### src/rtl/axi_lite_master_ctrl.sv
// AXI4-Lite master: bridges the core's simple memory port onto AXI4-Lite.
// One request in flight; completion is held on ready until done.
module axi_lite_master_ctrl #(
  parameter int ADDR_W = 32,
  parameter int DATA_W = 32
) (
  input  logic              clk,
  input  logic              nrst,
  input  logic              read,
  input  logic [1:0]        write,
  input  logic [ADDR_W-1:0] addr,
  input  logic [DATA_W-1:0] store,
  input  logic              done,
  output logic              ready,
  output logic [DATA_W-1:0] load,
  output logic              err,
  output logic              awvalid,
  input  logic              awready,
  output logic [ADDR_W-1:0] awaddr,
  output logic [2:0]        awprot,
  output logic              wvalid,
  input  logic              wready,
  output logic [DATA_W-1:0] wdata,
  output logic [3:0]        wstrb,
  input  logic              bvalid,
  output logic              bready,
  input  logic [1:0]        bresp,
  output logic              arvalid,
  input  logic              arready,
  output logic [ADDR_W-1:0] araddr,
  output logic [2:0]        arprot,
  input  logic              rvalid,
  output logic              rready,
  input  logic [DATA_W-1:0] rdata,
  input  logic [1:0]        rresp
);

  typedef enum logic [2:0] {
    IDLE,
    WRITE,
    WRESP,
    RADDR,
    RDATA,
    COMPLETE
  } state_t;

  state_t state_q, state_d;

  logic              awvalid_d, wvalid_d;
  logic              bready_d, arvalid_d, rready_d;
  logic [ADDR_W-1:0] awaddr_d, araddr_d;
  logic [DATA_W-1:0] wdata_d, load_d;
  logic [3:0]        wstrb_d;
  logic              ready_d, err_d;

  logic [3:0] strb_base;
  logic [3:0] strb;
  logic       aw_left, w_left;

  assign awprot = 3'b000;
  assign arprot = 3'b000;

  always_comb begin
    strb_base = 4'b0000;
    case (write)
      2'b01:   strb_base = 4'b0001;
      2'b10:   strb_base = 4'b0011;
      2'b11:   strb_base = 4'b1111;
      default: strb_base = 4'b0000;
    endcase
  end

  // lanes shifted past lane 3 fall off the 4-bit result
  assign strb = strb_base << addr[1:0];

  assign aw_left = awvalid & ~awready;
  assign w_left  = wvalid & ~wready;

  always_comb begin
    state_d   = state_q;
    awvalid_d = awvalid;
    wvalid_d  = wvalid;
    bready_d  = bready;
    arvalid_d = arvalid;
    rready_d  = rready;
    awaddr_d  = awaddr;
    araddr_d  = araddr;
    wdata_d   = wdata;
    wstrb_d   = wstrb;
    load_d    = load;
    ready_d   = ready;
    err_d     = err;
    unique case (state_q)
      IDLE: begin
        if (write != 2'b00) begin
          awaddr_d  = addr;
          wdata_d   = store;
          wstrb_d   = strb;
          awvalid_d = 1'b1;
          wvalid_d  = 1'b1;
          state_d   = WRITE;
        end else if (read) begin
          araddr_d  = addr;
          arvalid_d = 1'b1;
          state_d   = RADDR;
        end
      end
      WRITE: begin
        awvalid_d = aw_left;
        wvalid_d  = w_left;
        if (!aw_left && !w_left) begin
          bready_d = 1'b1;
          state_d  = WRESP;
        end
      end
      WRESP: begin
        if (bvalid) begin
          err_d    = (bresp != 2'b00);
          bready_d = 1'b0;
          ready_d  = 1'b1;
          state_d  = COMPLETE;
        end
      end
      RADDR: begin
        if (arready) begin
          arvalid_d = 1'b0;
          rready_d  = 1'b1;
          state_d   = RDATA;
        end
      end
      RDATA: begin
        if (rvalid) begin
          load_d   = rdata;
          err_d    = (rresp != 2'b00);
          rready_d = 1'b0;
          ready_d  = 1'b1;
          state_d  = COMPLETE;
        end
      end
      COMPLETE: begin
        if (done) begin
          ready_d = 1'b0;
          state_d = IDLE;
        end
      end
      default: state_d = IDLE;
    endcase
  end

  always_ff @(posedge clk) begin
    if (!nrst) begin
      state_q <= IDLE;
      awvalid <= 1'b0;
      wvalid  <= 1'b0;
      bready  <= 1'b0;
      arvalid <= 1'b0;
      rready  <= 1'b0;
      awaddr  <= '0;
      araddr  <= '0;
      wdata   <= '0;
      wstrb   <= 4'b0000;
      load    <= '0;
      ready   <= 1'b0;
      err     <= 1'b0;
    end else begin
      state_q <= state_d;
      awvalid <= awvalid_d;
      wvalid  <= wvalid_d;
      bready  <= bready_d;
      arvalid <= arvalid_d;
      rready  <= rready_d;
      awaddr  <= awaddr_d;
      araddr  <= araddr_d;
      wdata   <= wdata_d;
      wstrb   <= wstrb_d;
      load    <= load_d;
      ready   <= ready_d;
      err     <= err_d;
    end
  end

endmodule

### config.mk
export PLATFORM = sky130hd
export DESIGN_NAME = axi_lite_master_ctrl
export DESIGN_NICKNAME = d
export VERILOG_FILES = /design/src/rtl/axi_lite_master_ctrl.sv
export SDC_FILE = /design/constraint.sdc
export NUM_CORES = 1
export LEC_CHECK = 0
export ABC_CLOCK_PERIOD_IN_PS = 1500
export CAP_MARGIN = 40
export CORE_UTILIZATION = 38
export CTS_BUF_LIST = sky130_fd_sc_hd__clkbuf_4
export DETAILED_ROUTE_END_ITERATION = 7
export GPL_ROUTABILITY_DRIVEN = 0
export MAX_ROUTING_LAYER = met4
export PLACE_DENSITY = 0.82
export SYNTH_ARGS = -nofsm -noshare
export SYNTH_HDL_FRONTEND = slang
export SYNTH_SLANG_ARGS = --single-unit
### constraint.sdc
create_clock -name clk -period 1.5 [get_ports clk]
set_input_delay 0.225 -clock clk [delete_from_list [all_inputs] [get_ports clk]]
set_output_delay 0.225 -clock clk [all_outputs]
set_load 0.005 [all_outputs]
==> results.toml <==
[status]
status = "finished with violations"
violated_checks = "setup timing"

[clocking]
cts.path.max_buffers = 2
htreeDepth = 4
cts-root-buf = "sky130_fd_sc_hd__clkbuf_4"
clk-insertion-delay-late_ns = 0.54
clk_slew_on_worst_s_h_paths_ns = 0.12
tritoncts.num_buffers = 17
cts_tree = "built"
cts_sinks = 142
cts_hold_repair.buffers = 0

[route]
post_drt_via_cell_ratio = 4.78
detail-route-antenna-nets = 0
detailedRoute.firstIterationViolations = 207
drt_first_pass_iters = 4
drc = 0
detail_route.wirelength_um = 17800
avgRoutedWirePerCell_um = 16.0
vias = 5339

[timing]
period_needed_ns = 1.59
layout_worst_path_cycle_share_pct = 106
maximum_frequency_from_static_timing_analysis_mhz = 629
rsz0062_at_grt = "yes"
maxSlewViolCount = 0
setup_viol = 29
finalWorstSetupSlack_ns = -0.0888
finalHoldViolations = 0
timing.clock.skew_ns = 0.0137

[power_and_ir_drop]
net_sw_power_mw = 4.83
power.combinational.fraction_pct = 46.8
vdd.ir_drop.worst_mv = 0.927
power.clock.fraction_pct = 17.6
cellLeakagePower_nw = 4.13
switching_share_pct = 34.1
power_density_nw_per_um2 = 1530
pwr-share-seq_pct = 35.7
p_total_mw = 14.2
internal_power_mw = 9.35

[placement]
hpwlAfterDp_um = 10900
portBuffers = 249
post-place-cells = 1062

[finish]
finalNonFillerCells = 1117
drive_gt1_share_pct = 25.0
antenna-diode-count = 0
layout.nets = 1036
syn2layout_area_growth_pct = 68.0

[yosys]
synth_cell_type_count = 37
synth.largest_area_cell = "sky130_fd_sc_hd__dfxtp_1"
compound_gate_fraction_of_synth_area_pct = 20.7
synth-main-ff-cell = "sky130_fd_sc_hd__dfxtp_1"
post_synthesis_share_of_cell_area_spent_on_xor_and_xnor_gates_pct = 0
synth.mux.area_fraction_pct = 0.363
postSynth.asyncResetShare_pct = 0
mappedNetlistArea_um2 = 5520
synth_edf_count = 0
register_bit_total_from_synthesis = 142
yosys_warnings = 0
yosys.area.top_type_share_pct = 51.5
syn_area_per_cell_um2 = 8.45
synth_sequential_area_ratio_pct = 51.5
post_synth_main_area_contributors = "sky130_fd_sc_hd__dfxtp_1 (52%), sky130_fd_sc_hd__nand2_1 (18%), sky130_fd_sc_hd__a21boi_0 (15%)"
synth_top_family_by_area = "simple AND/OR/NAND/NOR gates"
fraction_of_the_mapped_netlist_area_in_simple_logic_gates_pct = 22.1
synth_fa_ha_area_share_pct = 0
cell_with_the_most_instances_after_synthesis = "sky130_fd_sc_hd__nand2_1"
syn-instance-count = 653
synth.top_cells.by_count = "sky130_fd_sc_hd__nand2_1 (269), sky130_fd_sc_hd__dfxtp_1 (142), sky130_fd_sc_hd__a21boi_0 (112)"

[min_path]
min_path_type = "in2reg"
timing.hold.worst.start = "nrst"
whs_path_depth = 3
timing.hold.worst_endpoint = "awaddr[16]"

[floorplan]
die_height_um = 122
dieWidth_um = 122
die_footprint_um2 = 15000
design.core.area_um2 = 14000
io-pin-count = 256
rows = 43
initial_core_util_pct = 39.3

[worst_setup_path]
crit-reg2reg-capture = "wdata[19]"
cp_cell_sequence = "or3_4 -> nor2_4 -> buf_6 -> buf_12 -> clkbuf_16 -> nand2_1 -> a21boi_0"
reg2reg_path_depth = 7
setup.worst_path.end_class = "flop"
worst_reg2reg_startpoint = "state_q[2]"
worst_path_largest_cell_delay_ns = 0.40
worst-setup-path-type = "reg2reg"
slowest_stage = "sky130_fd_sc_hd__or3_4"
cp.arrival_ns = 2.06
rrSetupSlack_ns = -0.09
worst_ep_required_time_ns = 1.97
worstPathMaxFanout = 6
category_of_cells_accounting_for_the_largest_share_of_critical_path_delay = "simple AND/OR/NAND/NOR gates"
worst-path-buf-inv = 3
setup.worst_path.start_class = "flop"

[global_route]
grt_max_degree = 76
grt_remaining_overflow = 0
initial_antenna_violation_count = 0
all_layer_global_routing_usage_pct = 23.9
first_global_vias = 5214
wire_length_of_the_first_global_routing_pass_um = 26200

[job]
max_cap_viol_count = 0
-- placed cells by master, fill, tap and decap left out, types with 3 or more instances in the layout --
cell type and instances:
sky130_fd_sc_hd__dfxtp_2 77, sky130_fd_sc_hd__buf_16 5, sky130_fd_sc_hd__clkbuf_16 3, sky130_fd_sc_hd__a21oi_1 4, sky130_fd_sc_hd__clkbuf_4 20, sky130_fd_sc_hd__buf_12 15
sky130_fd_sc_hd__nand2b_1 3, sky130_fd_sc_hd__dfxtp_1 63, sky130_fd_sc_hd__nand2_4 16, sky130_fd_sc_hd__clkdlybuf4s50_1 109, sky130_fd_sc_hd__nor2_1 3, sky130_fd_sc_hd__clkinv_1 5
sky130_fd_sc_hd__a21boi_1 62, sky130_fd_sc_hd__clkinv_2 3, sky130_fd_sc_hd__or3_1 3, sky130_fd_sc_hd__nand2_1 233, sky130_fd_sc_hd__buf_8 3, sky130_fd_sc_hd__conb_1 6
sky130_fd_sc_hd__dlygate4sd2_1 139, sky130_fd_sc_hd__a21boi_0 43, sky130_fd_sc_hd__bufinv_16 3, sky130_fd_sc_hd__nand2_2 20, sky130_fd_sc_hd__o21ai_0 4, sky130_fd_sc_hd__nor2b_1 3
sky130_fd_sc_hd__nand3b_1 5, sky130_fd_sc_hd__a21boi_2 32, sky130_fd_sc_hd__buf_4 21, sky130_fd_sc_hd__buf_6 6
-- how the worst max path moves through the flow --
stage               depth (start not counted)  slack, ns    endpoint  startpoint
detailed placement                          7      -0.21  awaddr[11]    write[1]
finish                                      7      -0.09   wdata[19]  state_q[2]
global route                                7      -0.13   wdata[15]  state_q[2]
global placement                            6      -0.09  araddr[15]    write[0]
CTS                                         6      -0.11    wdata[6]  state_q[0]
floorplan                                   7       0.09  awaddr[20]  state_q[2]
-- worst min-delay path: stages --
cell,delay (ns)
sky130_fd_sc_hd__buf_4,0.13
sky130_fd_sc_hd__buf_12,0.18
sky130_fd_sc_hd__a21boi_1,0.15
-- kinds of logic (layout without fill, tap and decap cells) --
logic type,Yosys count,count (layout)
AND/OR/NAND/NOR,300,300
AO/OA/AOI/OAI,154,154
flip-flops,142,142
buffers and inverters,54,333
multiplexers,2,2
other,1,6
-- per-layer routing --
layer | part of all wire, % | track usage (%)
met1 | 41 | 26.4
met2 | 50 | 40.2
met3 | 7.4 | 7.85
met4 | 1.7 | 8.00
met5 | 0 | -
-- power groups by stage --
stage	Clock, mW	Combinational [mW]	Sequential (mW)
finish	2.49	6.63	5.06
global route	2.72	7.15	5.16
CTS	2.55	6.11	5.04
detailed placement	0	5.08	5.07
global placement	0	5.01	5.04
floorplan	0	2.31	5.07
-- metrics by stage --
| stage | utilization (%) | setup TNS (ns) | hold slack [ns] | setup WS, ns | cell area [µm²] |
|---|---|---|---|---|---|
| final | 66.0 | -1.45 | 0.173 | -0.0888 | 9270 |
| after global routing | 66.0 | -5.95 | 0.151 | -0.133 | 9270 |
| after CTS | 63.7 | -3.04 | 0.137 | -0.112 | 8940 |
| after detailed placement | 59.2 | -11.29 | 0.444 | -0.211 | 8310 |
| after global placement | 59.2 | -7.11 | 0.439 | -0.0939 | 8310 |
| after floorplan | - | 0 | 0.360 | 0.0854 | 5540 |
-- sequential cells by signal, indices dropped and copies added, names as in the netlist --
name     count
araddr      32
awaddr      32
load        32
wdata       32
wstrb        4
state_q      3
arvalid      1
awvalid      1
bready       1
err          1
ready        1
rready       1
wvalid       1
-- layout make-up --
class                   instances  area, µm²
flip-flops and latches        142       2950
inverters                       1       3.75
fillers                      1201       4770
clock buffers                  20        150
multi-input cells             462       2730
repair buffers                301       3090
clock inverters                11        124
well taps                     180        225
-- repair_timing --
item                                    CTS  global route
cloned                                    8             3
buffers inserted                         15             3
pin swaps                                 8            59
endpoints found under the setup margin  215           127
resized for setup                       279           120
No activity file was read; power rests on OpenSTA's default activity.
